**config.mk**
```make
export PLATFORM = sky130hd
export DESIGN_NAME = approx_mul_rr_sched
export DESIGN_NICKNAME = d
export VERILOG_FILES = /design/src/rtl/approx_mul_rr_sched.sv
export SDC_FILE = /design/constraint.sdc
export NUM_CORES = 1
export LEC_CHECK = 0
export BUFFER_PORTS_ARGS = -buffer_cell sky130_fd_sc_hd__buf_2
export CAP_MARGIN = 5
export CORE_MARGIN = 2
export CORE_UTILIZATION = 35
export CTS_CLUSTER_SIZE = 25
export DETAILED_ROUTE_END_ITERATION = 8
export PLACE_DENSITY_LB_ADDON = 0.08
export REMOVE_ABC_BUFFERS = 1
export SLEW_MARGIN = 20
export SYNTH_ARGS = -nofsm -noshare
export SYNTH_HDL_FRONTEND = slang
export SYNTH_SLANG_ARGS = --single-unit
export TNS_END_PERCENT = 30
```
**constraint.sdc**
```tcl
create_clock -name clk -period 22.9 [get_ports clk]
set_input_delay 1.145 -clock clk [delete_from_list [all_inputs] [get_ports clk]]
set_output_delay 1.145 -clock clk [all_outputs]
set_load 0.005 [all_outputs]
```
**src/rtl/approx_mul_rr_sched.sv**
```systemverilog
`default_nettype none
// +----------------------------------------------------------------------------+
// | Module      : approx_mul_rr_sched                                          |
// | Description : Round-robin scheduler sharing one 2-stage column-truncated   |
// |               approximate multiplier among NREQ valid/ready requesters.    |
// |               Results return tagged with the issuing requester id.         |
// |               Optional macro EXACT_BYPASS_EN adds req_exact / out_exact.   |
// | Revision    : 1.0 - initial release                                        |
// +----------------------------------------------------------------------------+
module approx_mul_rr_sched #(
  parameter int W    = 8,
  parameter int NREQ = 4,
  parameter int IDW  = $clog2(NREQ),
  parameter int TW   = $clog2(2*W)
) (
  input  logic              clk,
  input  logic              rst_n,
  input  logic [NREQ-1:0]   req_valid,
  output logic [NREQ-1:0]   req_ready,
  input  logic [NREQ*W-1:0] req_x,
  input  logic [NREQ*W-1:0] req_y,
  input  logic [TW-1:0]     cfg_theta,
`ifdef EXACT_BYPASS_EN
  input  logic [NREQ-1:0]   req_exact,
  output logic              out_exact,
`endif
  output logic              out_valid,
  input  logic              out_ready,
  output logic [2*W-1:0]    out_z,
  output logic [IDW-1:0]    out_id,
  output logic              busy
);

  localparam int c_pw = 2*W;
  localparam int c_aw = IDW + 1;
  localparam logic [c_pw-1:0] c_one     = c_pw'(1);
  localparam logic [NREQ-1:0] c_req_one = NREQ'(1);

  logic [IDW-1:0]  r_ptr;
  logic            r_v1;
  logic [W-1:0]    r_x1;
  logic [W-1:0]    r_y1;
  logic [TW-1:0]   r_th1;
  logic [IDW-1:0]  r_id1;
  logic            r_out_valid;
  logic [c_pw-1:0] r_out_z;
  logic [IDW-1:0]  r_out_id;

  logic            w_adv;
  logic            w_found;
  logic [IDW-1:0]  w_gid;
  logic [c_aw-1:0] w_cand;
  logic            w_accept;
  logic [c_pw-1:0] w_prod;

`ifdef EXACT_BYPASS_EN
  logic r_ex1;
  logic r_out_exact;
  assign out_exact = r_out_exact;
`endif

  // Whole pipeline moves when the output slot is empty or being drained; held in reset.
  assign w_adv = (!r_out_valid || out_ready) && rst_n;

  // Circular search starting one past the last winner; first valid requester wins.
  always_comb begin
    w_found = 1'b0;
    w_gid   = '0;
    w_cand  = '0;
    for (int o = 1; o <= NREQ; o++) begin
      w_cand = {1'b0, r_ptr} + c_aw'(o);
      if (w_cand >= c_aw'(NREQ)) w_cand = w_cand - c_aw'(NREQ);
      if (!w_found && req_valid[w_cand]) begin
        w_found = 1'b1;
        w_gid   = w_cand[IDW-1:0];
      end
    end
  end

  assign w_accept  = w_found && w_adv;
  assign req_ready = w_accept ? (c_req_one << w_gid) : '0;

  // Round-robin pointer remembers the last accepted requester.
  always_ff @(posedge clk or negedge rst_n) begin
    if (!rst_n)        r_ptr <= IDW'(NREQ-1);
    else if (w_accept) r_ptr <= w_gid;
  end

  // S1: capture granted operands, threshold and id.
  always_ff @(posedge clk or negedge rst_n) begin
    if (!rst_n) begin
      r_v1  <= 1'b0;
      r_x1  <= '0;
      r_y1  <= '0;
      r_th1 <= '0;
      r_id1 <= '0;
`ifdef EXACT_BYPASS_EN
      r_ex1 <= 1'b0;
`endif
    end else if (w_adv) begin
      r_v1 <= w_accept;
      if (w_accept) begin
        r_x1  <= req_x[w_gid*W +: W];
        r_y1  <= req_y[w_gid*W +: W];
        r_id1 <= w_gid;
`ifdef EXACT_BYPASS_EN
        r_th1 <= req_exact[w_gid] ? '0 : cfg_theta;
        r_ex1 <= req_exact[w_gid];
`else
        r_th1 <= cfg_theta;
`endif
      end
    end
  end

  // Truncated product: partial-product bit (i,j) kept only when its column i+j >= theta.
  always_comb begin
    w_prod = '0;
    for (int i = 0; i < W; i++) begin
      for (int j = 0; j < W; j++) begin
        if (r_y1[i] && r_x1[j] && ((i + j) >= int'(r_th1)))
          w_prod = w_prod + (c_one << (i + j));
      end
    end
  end

  // S2: output register; a bubble in S1 clears out_valid, data held otherwise.
  always_ff @(posedge clk or negedge rst_n) begin
    if (!rst_n) begin
      r_out_valid <= 1'b0;
      r_out_z     <= '0;
      r_out_id    <= '0;
`ifdef EXACT_BYPASS_EN
      r_out_exact <= 1'b0;
`endif
    end else if (w_adv) begin
      r_out_valid <= r_v1;
      if (r_v1) begin
        r_out_z  <= w_prod;
        r_out_id <= r_id1;
`ifdef EXACT_BYPASS_EN
        r_out_exact <= r_ex1;
`endif
      end
    end
  end

  assign out_valid = r_out_valid;
  assign out_z     = r_out_z;
  assign out_id    = r_out_id;
  assign busy      = r_v1 | r_out_valid;

endmodule
`default_nettype wire

```
-- Yosys cells after proc, flatten, opt, wreduce, memory -nomap -nowiden
Cells that the tools add are included.
- add/subtract/negate cells: 71
- shifts and indexed selects: 3
- multiplexer cells: 85
- bitwise operators: 1
- reductions and logical operators: 140
- magnitude comparators: 23
- operator list (kind ; number):
    $mux W16 ; 63
    $logic_and A1 B1 Y1 ; 133
    $add A16 B8 Y16 const B ; 8
    $add A16 B7 Y16 const B ; 7
    $add A16 B9 Y16 const B ; 7
    $add A16 B10 Y16 const B ; 6
    $add A16 B6 Y16 const B ; 6
    $add A16 B11 Y16 const B ; 5
    $add A16 B5 Y16 const B ; 5
    $add A16 B12 Y16 const B ; 4
    $add A16 B4 Y16 const B ; 4
    $shiftx A32 B6 Y8 ; 2
    $add A16 B13 Y16 const B ; 3
    $add A16 B3 Y16 const B ; 3
    $add A16 B14 Y16 const B ; 2
    $add A16 B2 Y16 const B ; 2
    $ge A4 B4 Y1 const A ; 7
    $add A16 B15 Y16 const B ; 1
    $ge A3 B4 Y1 const A ; 4
    $ge A3 B3 Y1 const B ; 4
    $lt A3 B3 Y1 const B ; 4
    $mux W3 ; 4
    $sub A3 B3 Y3 const B ; 4
    $mux W1 ; 9
    other kinds (13) ; 26
- input bits: 75
- bits in registers: 44
- logic and storage cells: 332

-- Depth between registers and ports, before layout
Gate-level depths: netlist (run 1).
- depth in word-level cells: 129
- depth in mapped cells: 113

-- Least setup slack after synthesis (run 1)
OpenSTA, ideal clock, no wires.
- kind: flip-flop to flip-flop
- start: register r_th1[2]
- end: register r_out_z[15] (netlist: out_z[15])
- setup time: 131 ps
- clock period less this slack: 22125 ps
- required time: 22769 ps
- arrival time: 21994 ps
- path slack: 775 ps
- cell stages (with the launch flop): 108
- path through: dfrtp_1 -> buf_1 -> clkbuf_1 -> nor4_1 -> ha_1 -> nand3b_1 -> or3_1 -> nand2_1 -> ha_1 -> nand4b_1 -> nor2_1 -> xnor2_1 -> ha_1 -> nand2_1 -> xnor2_1 -> xnor2_2 -> ha_1 -> nand2_1 -> [72 not listed] -> ha_1 -> nand2_1 -> xor2_2 -> xnor2_2 -> ha_1 -> nand2_1 -> xnor2_1 -> xnor2_1 -> xnor2_1 -> xnor2_1 -> xnor2_1 -> xnor2_1 -> xnor2_1 -> xnor2_1 -> xnor2_1 -> xnor3_1 -> xnor2_1 -> o21ai_1
- word-level cells in the longest chain between the ends: 129
- ends and longest elaborated chain (item ; line ; RTL):
    start: declaration ; 43 ; logic [TW-1:0] r_th1;
    start signal: assignment ; 110 ; r_th1 <= cfg_theta;
    $ge A1 B4 Y1 ; 121 ; if (r_y1[i] && r_x1[j] && ((i + j) >= int'(r_th1)))
    $logic_and A1 B1 Y1 ; 121 ;
    $mux W1 ; 121 ;
    $add A16 B2 Y16 ; 122 ; w_prod = w_prod + (c_one << (i + j));
    $mux W16 ; 121 ;
    $add A16 B3 Y16 ; 122 ;
    $mux W16 ; 121 ;
    $add A16 B4 Y16 ; 122 ;
    [113 not listed] ; - ;
    $add A16 B12 Y16 ; 122 ;
    $mux W16 ; 121 ;
    $add A16 B13 Y16 ; 122 ;
    $mux W16 ; 121 ;
    $add A16 B14 Y16 ; 122 ;
    $mux W16 ; 121 ;
    $add A16 B15 Y16 ; 122 ;
    $mux W16 (*) ; 121 ;
    end signal: assignment ; 139 ; r_out_z <= w_prod;
    end: declaration ; 46 ; logic [c_pw-1:0] r_out_z;
Every way passes the cells marked *; elsewhere a longest branch is shown, timed or not.
A chain may end at the register's enable or synchronous reset.

-- Final worst setup path (run 1)
- start: register r_th1[1]
- end: register r_out_z[15] (netlist: out_z[15])
Same word-level chain as after synthesis.

==> metrics.md, run 1 <==
| Metric | Value |
|---|---|
| Status | `completed` |
| Worst Path Max Fanout | `9` |
| Number of iterations in the first detailed-routing pass | `5` |
| Cts hold-fix bufs | `0` |
| Launch point of the worst reg-to-reg path | `r_th1[1]` |
| HP Class | `register to register` |
| Ys flop type | `dfrtp_1` |
| Proportion of synthesized chip area in sequential cells | `7.32%` |
| Sinks on Clock Net | `44` |
| Largest stage delay on the critical path | `0.48 ns` |
| Register clock-pin slew on the reported worst setup and hold paths | `0.07 ns` |
| Number of input and output port buffers inserted | `98` |
| Antenna violations before repair | `2` |
| PwrDens | `136 nW/um2` |
| Yosys warning count | `0` |
| Fmax | `46.7 MHz` |
| Via count of the first global-routing pass | `14500` |
| Total congestion overflow | `0` |
| Critical path class | `register to register` |
| Max_cap viols | `0` |
| # H-tree levels | `2` |
| Critical path data required time | `23.07 ns` |
| Net switching power | `0.00126 W` |
| Proportion of layout cells with a drive suffix above 1 | `18.2%` |
| Most frequent standard cell in the layout excluding fill and tap cells | `nand2_1` |
| Cell-internal power | `0.00104 W` |
| Count of distinct cell types in the synthesized netlist | `125` |
| Number of register bits inferred by synthesis | `44` |
| Share of power burned in combinational logic | `90.3%` |
| Met2 usage in global routing | `35.2%` |
| Synthesized area | `15100 um2` |
| Post-layout min period | `21.39 ns` |
| Category of the worst setup path capture point | `register` |
| Number of buffers inserted during clock tree synthesis | `5` |
| Number of vias per cell | `5.73` |
| Drc violations | `0` |
| Iteration-0 DRC Markers | `895` |
| Final period utilization | `93.4%` |
| Final Hold Viols | `0` |
| Fin worst setup slack | `1.51 ns` |
| Global-route wire length before repair | `77.5 mm` |
| Pin count of the biggest net entering global routing | `49` |
| M3 GR Usage | `1.65%` |
| Floorplan die width | `212 um` |
| Total die area | `44800 um2` |
| Std-Cell Core Area | `42800 um2` |
| Relative contribution of the clock network to total power | `3.3%` |
| Root buffer cell | `clkbuf_16` |
| Clock tree from TritonCTS | `done` |
| Leakage | `6.68 nW` |
| Final-stage net count | `2279` |
| Most frequent cells in the layout | `265 x nand2_1, 143 x xnor2_1, 132 x nand3_1, 127 x nor2_1, 98 x buf_2` |
| Die H | `212 um` |
| Kind of launch point of the worst setup path | `register` |
| Syn avg cell area | `7.30 um2` |
| Synthesized netlist cell count | `2066` |
| Max Clock Skew | `0.00755 ns` |
| Pre-CTS worst setup slack | `-0.411 ns` |
| Peak supply drop | `0.0755 mV` |
| Maximum count of clock buffers along a single path | `2` |
| Synth-to-Final Area Change | `12.2%` |
| Starting utilization of the core area | `35.3%` |
| Boundary pin count | `99` |
| Critical-path top delay cell | `dfrtp_1` |
| GRT busiest layer | `met2` |
| Async set-reset flop share out of synthesis | `100%` |
| Final-report max-slew violation count | `0` |
| Total Wirelength | `47.8 mm` |
| Detail-routed net length per standard cell | `17.7 um` |
| Switching share of power | `54.8%` |
| Hold path startpoint | `out_z[9]` |
| Overall routing resource usage | `21.1%` |
| Remaining antenna violation count after routing | `0` |
| Vias | `15400` |
| Count of flip-flops with a built-in enable after synthesis | `0` |
| Worst Path Arrival | `21.57 ns` |
| Transition time at the pin with the least slew margin | `0.890 ns` |
| Worst setup startpoint | `r_th1[1]` |
| Routability-driven placement congestion ratio | `0.875` |
| Flop pwr share | `6.4%` |
| Max transition margin | `40.7%` |
| Met1 Usage GRT | `30.5%` |
| Final count of negative-setup-slack endpoints | `0` |
| Category of cells accounting for the largest share of critical-path delay | `XOR/XNOR gates` |
| Worst Hold Margin | `0.481 ns` |
| Cell with the most instances on the worst path | `ha_1` |
| Clock latency reported for the late side of the worst-skew pair | `0.30 ns` |
| Row Count | `76` |
| Detailed placement HPWL | `38.9 mm` |
| Inserted Diodes | `0` |
| Number of buffers and inverters on the critical path | `5` |
==> cells by family after synthesis <==
logic type	Yosys count	share of synthesized area [%]
buffers and inverters	162	4.23
flip-flops	44	7.32
AO/OA/AOI/OAI	491	22.8
XOR/XNOR	251	19.2
AND/OR/NAND/NOR	942	32.8
adder cells (fa/ha/maj)	63	5.09
multiplexers	113	8.46
==> power groups by stage <==
stage,combinational (W),clock [W],sequential [W]
2_1_floorplan,0.00155,0,0.000137
3_3_place_gp,0.00193,0,0.000148
3_5_place_dp,0.00196,0,0.000148
4_1_cts,0.00199,0.0000790,0.000147
5_1_grt,0.00232,0.0000823,0.000152
6_report,0.00207,0.0000767,0.000147
==> cell usage after synthesis, drive strengths merged, types with 46 or more instances <==
cell type / count / area share (%)
nor3: 64 / 2.5
and3: 73 / 3.0
nand3: 133 / 4.4
mux2: 46 / 3.6
nor2: 133 / 3.4
xor2: 47 / 3.0
clkbuf: 80 / 2.0
nand2: 268 / 6.7
xnor2: 174 / 12
a21oi: 95 / 3.4
ha: 55 / 4.6
mux2i: 67 / 4.9
o21ai: 121 / 4.1
inv: 60 / 1.5
==> sequential cells by signal, indices dropped and copies added, names as in the netlist <==
| register | flops |
|---|---|
| out_id | 2 |
| out_valid | 1 |
| out_z | 16 |
| r_id1 | 2 |
| r_ptr | 2 |
| r_th1 | 4 |
| r_v1 | 1 |
| r_x1 | 8 |
| r_y1 | 8 |
==> layer usage <==
layer	wire, um	part of all wire [%]
met5	0	0
met4	333	0.70
met3	1470	3.1
met2	21900	46
met1	24100	50
==> area by class of cell <==
class / count / area (um2)
sequential: 44 / 1100
multi-input combinational: 1860 / 13700
tap: 546 / 683
clock buffer: 6 / 139
clock inverter: 2 / 15.0
timing repair buffer: 178 / 1100
fill: 4497 / 25900
inverter: 60 / 225
==> what timing repair did <==
item / CTS / global route
gates resized for setup: 12 / 42
setup buffers: 1 / 26
setup endpoints to repair: 1 / 2
hold endpoints to repair: 0 / 0
pin swaps: 0 / 29
==> metrics by stage <==
step	utilization [%]	std cells	setup TNS (ns)	area (um2)	total power, W
after floorplan	-	1964	0	14700	0.00168
after global placement	38.0	2661	0	16300	0.00208
after detailed placement	38.0	2661	-0.411	16300	0.00211
after CTS	38.5	2670	0	16500	0.00222
after global routing	39.6	2696	-0.0479	16900	0.00255
final	39.6	2696	0	16900	0.00229
==> tightest hold or removal path: stages, from the launching register on <==
cell     delay [ns]
dfrtp_1        0.34
nand2_1        0.04
o21ai_0        0.06
==> path summary, 6_finish.rpt <==
path,endpoint,slack (ns),cells after the start
setup reg to reg,out_z[15],1.51,104
hold reg to reg,out_z[9],0.48,2
setup / recovery,out_z[15],1.51,104
hold / removal,out_z[9],0.48,2
min in group asynchronous,out_valid,0.94,2
max in group asynchronous,r_th1[2],21.50,2
(Power assumes the default switching activity.)
==> inputs of run 2 (changes only) <==
--- a/config.mk
+++ b/config.mk
@@ -5,6 +5,7 @@
 export SDC_FILE = /design/constraint.sdc
 export NUM_CORES = 1
 export LEC_CHECK = 0
+export ABC_AREA = 1
 export BUFFER_PORTS_ARGS = -buffer_cell sky130_fd_sc_hd__buf_2
 export CAP_MARGIN = 5
 export CORE_MARGIN = 2
==> metrics.md, run 2 <==
| Metric | Value |
|---|---|
| Register clock-pin slew on the reported worst setup and hold paths | `0.07 ns` |
| Count of distinct cell types in the synthesized netlist | `50` |
| Max transition margin | `28.5%` |
| Max reg flops | `16` |
| Std-Cell Core Area | `37400 um2` |
| Final count of negative-setup-slack endpoints | `0` |
| # H-tree levels | `2` |
| Via count of the first global-routing pass | `13400` |
| Number of vias per cell | `4.66` |
| Overall routing resource usage | `18.0%` |
| Largest family of logic cells by synthesized area | `simple AND/OR/NAND/NOR gates` |
| Row Count | `71` |
| Most instantiated library cell after synthesis | `nand2_1` |
| Detailed placement HPWL | `29.6 mm` |
| Cells after DPL | `3027` |
| Inserted Diodes | `0` |
| Post-layout min period | `18.56 ns` |
| Number of buffers inserted during clock tree synthesis | `5` |
| Die H | `198 um` |
| Ys flop type | `dfrtp_1` |
| Final-report max-slew violation count | `0` |
| Final-stage net count | `2653` |
| Final period utilization | `81.1%` |
| Synthesized area | `13200 um2` |
| Fmax | `53.9 MHz` |
| List of most frequent post-synthesis cells | `658 x nand2_1, 401 x inv_1, 250 x nor2_1` |
| Drc violations | `0` |
| Relative contribution of the clock network to total power | `4.1%` |
| Area of the multi-input gates | `10300 um2` |
| Peak supply drop | `0.0826 mV` |
| Yosys top cell area share | `18.7%` |
| Critical-path top delay cell | `dfrtp_1` |
| Buffers inserted during post-CTS setup optimization | `0` |
| Synthesized-area fraction occupied by ao, oa, aoi and oai cells | `7.81%` |
| Minimum setup slack among reg-to-reg paths | `4.34 ns` |
| Clock latency reported for the late side of the worst-skew pair | `0.30 ns` |
| Cells resized by post-CTS repair | `0` |
| Critical path data required time | `23.06 ns` |
| Final std cells w/o fill | `3035` |
| Status | `completed` |
| Synthesized-area fraction occupied by adder cells | `5.21%` |
| Proportion of synthesized chip area in sequential cells | `8.36%` |
| Net switching power | `0.00123 W` |
| Max Clock Skew | `0.00628 ns` |
| Terminating pin of the worst hold path | `out_id[1]` |
| Cell-internal power | `0.000698 W` |
| Clock tree from TritonCTS | `done` |
| Leading cell types by total area after synthesis | `nand2_1 19%, inv_1 11%, nand2_2 9.6%` |
| Iteration-0 DRC Markers | `561` |
| Transition time at the pin with the least slew margin | `1.06 ns` |
| Flop pwr share | `7.8%` |
| Launch point of the worst reg-to-reg path | `r_th1[3]` |
| Largest stage delay on the critical path | `0.56 ns` |
| Proportion of synthesized area in mux cells | `0%` |
| Boundary pin count | `99` |
| Proportion of layout cells with a drive suffix above 1 | `22.7%` |
| Max_cap viols | `0` |
| Worst flop-to-flop path endpoint | `out_z[14]` |
| Remaining antenna violation count after routing | `0` |
| Synthesized netlist cell count | `2429` |
| Maximum count of clock buffers along a single path | `2` |
| Root buffer cell | `clkbuf_16` |
| Total die area | `39300 um2` |
| HP Class | `register to register` |
| Pin count of the biggest net entering global routing | `46` |
| Final Hold Viols | `0` |
| Total Wirelength | `34.5 mm` |
| Async set-reset flop share out of synthesis | `100%` |
| Cell with the most instances on the worst path | `nand2_1` |
| Filler Cell Count | `4259` |
| Syn avg cell area | `5.43 um2` |
| Worst Path Max Fanout | `11` |
| Area fraction in and, or, nand and nor cells after synthesis | `63.7%` |
| Worst Path Arrival | `18.72 ns` |
| Number of cell instances on the worst register-to-register path | `147` |
| Routability-driven placement congestion ratio | `0.848` |
| Count of flip-flops with a built-in enable after synthesis | `0` |
| Yosys warning count | `0` |
| Kind of launch point of the worst setup path | `register` |
| Number of input and output port buffers inserted | `98` |
| Sinks on Clock Net | `44` |
| Sequential cell area | `1100 um2` |
| Post-Route Setup TNS | `0 ns` |
| Switching share of power | `63.7%` |
| Category of the worst setup path capture point | `register` |
| Critical path class | `register to register` |
| Floorplan die width | `198 um` |
| Synth-to-Final Area Change | `9.52%` |
| Starting utilization of the core area | `35.3%` |
| Most frequent cells in the layout | `658 x nand2_1, 399 x inv_1, 250 x nor2_1, 239 x nand3_1, 203 x nand2_2` |
| RSZ-0062 raised after global routing | `no` |
| Detail-routed net length per standard cell | `11.4 um` |
| Synth area leader | `nand2_1` |
| Antenna violations before repair | `1` |
| Leakage | `7.83 nW` |
| Total congestion overflow | `0` |
| Post-synthesis share of cell area spent on xor and xnor gates | `1.31%` |
| Number of iterations in the first detailed-routing pass | `4` |
| Hold path startpoint | `out_id[1]` |
| Most frequent standard cell in the layout excluding fill and tap cells | `nand2_1` |
| Share of power burned in combinational logic | `88.1%` |
| Number of register bits inferred by synthesis | `44` |
| Worst Hold Depth | `2` |
| Vias | `14100` |
| Global-route wire length before repair | `59.5 mm` |
| Cts hold-fix bufs | `0` |
| PwrDens | `133 nW/um2` |
## run 2: area by class of cell
class                      count  share of cell area [%]
sequential                    44                    7.63
clock inverter                 2                  0.0952
tap                          511                    4.42
inverter                     456                    12.0
clock buffer                   6                   0.961
timing repair buffer         104                    3.70
multi-input combinational   1912                    71.2
## run 2: how the worst max path moves through the flow
stage,from,end,slack (ns),cells after the start
after floorplan,r_th1[3],out_z[14],6.08,153
after global placement,r_th1[3],out_z[14],4.87,148
after detailed placement,r_th1[3],out_z[14],4.31,152
after CTS,r_th1[3],out_z[14],4.25,147
after global routing,r_th1[3],out_z[14],2.01,149
final,r_th1[3],out_z[14],4.34,147
## run 2: logic make-up after synthesis
logic type	after synthesis
adders and majority gates	55
DFF	44
buffers and inverters	473
and+or+nand+nor	1663
AOI/OAI and AO/OA	176
xor gates and xnor gates	18
## run 2: worst max-delay path, delay by kind of cell (launching register included)
family	cells	cell delay, ns
compound gates	4	0.54
fa+ha+maj	19	4.18
buf+inv	21	1.12
flops	1	0.56
simple gates	103	11.99
## run 2: routing by layer
layer | vias to the layer above | GRT usage, % | wire (um)
li1 | 7843 | - | -
met1 | 6180 | 23.5 | 17600
met2 | 114 | 33.1 | 16200
met3 | 10 | 1.09 | 533
met4 | 0 | 2.23 | 259
met5 | - | 0 | 0
## run 2: power groups by stage
stage          Sequential [W]  Combinational (W)   Clock, W
6_report             0.000151            0.00169  0.0000787
5_1_grt              0.000156            0.00197  0.0000852
4_1_cts              0.000152            0.00172  0.0000819
3_5_place_dp         0.000152            0.00171          0
3_3_place_gp         0.000152            0.00168          0
2_1_floorplan        0.000145            0.00130          0
## run 2: stage by stage
stage               area, um2  hold slack (ns)  setup slack (ns)  power (W)  util, %
floorplan               13100            0.475              6.08    0.00144        -
global placement        14300            0.464              4.87    0.00183     38.2
detailed placement      14300            0.473              4.31    0.00186     38.2
CTS                     14500            0.491              4.25    0.00195     38.7
global route            14500            0.508              2.01    0.00221     38.7
finish                  14500            0.485              4.34    0.00192     38.7
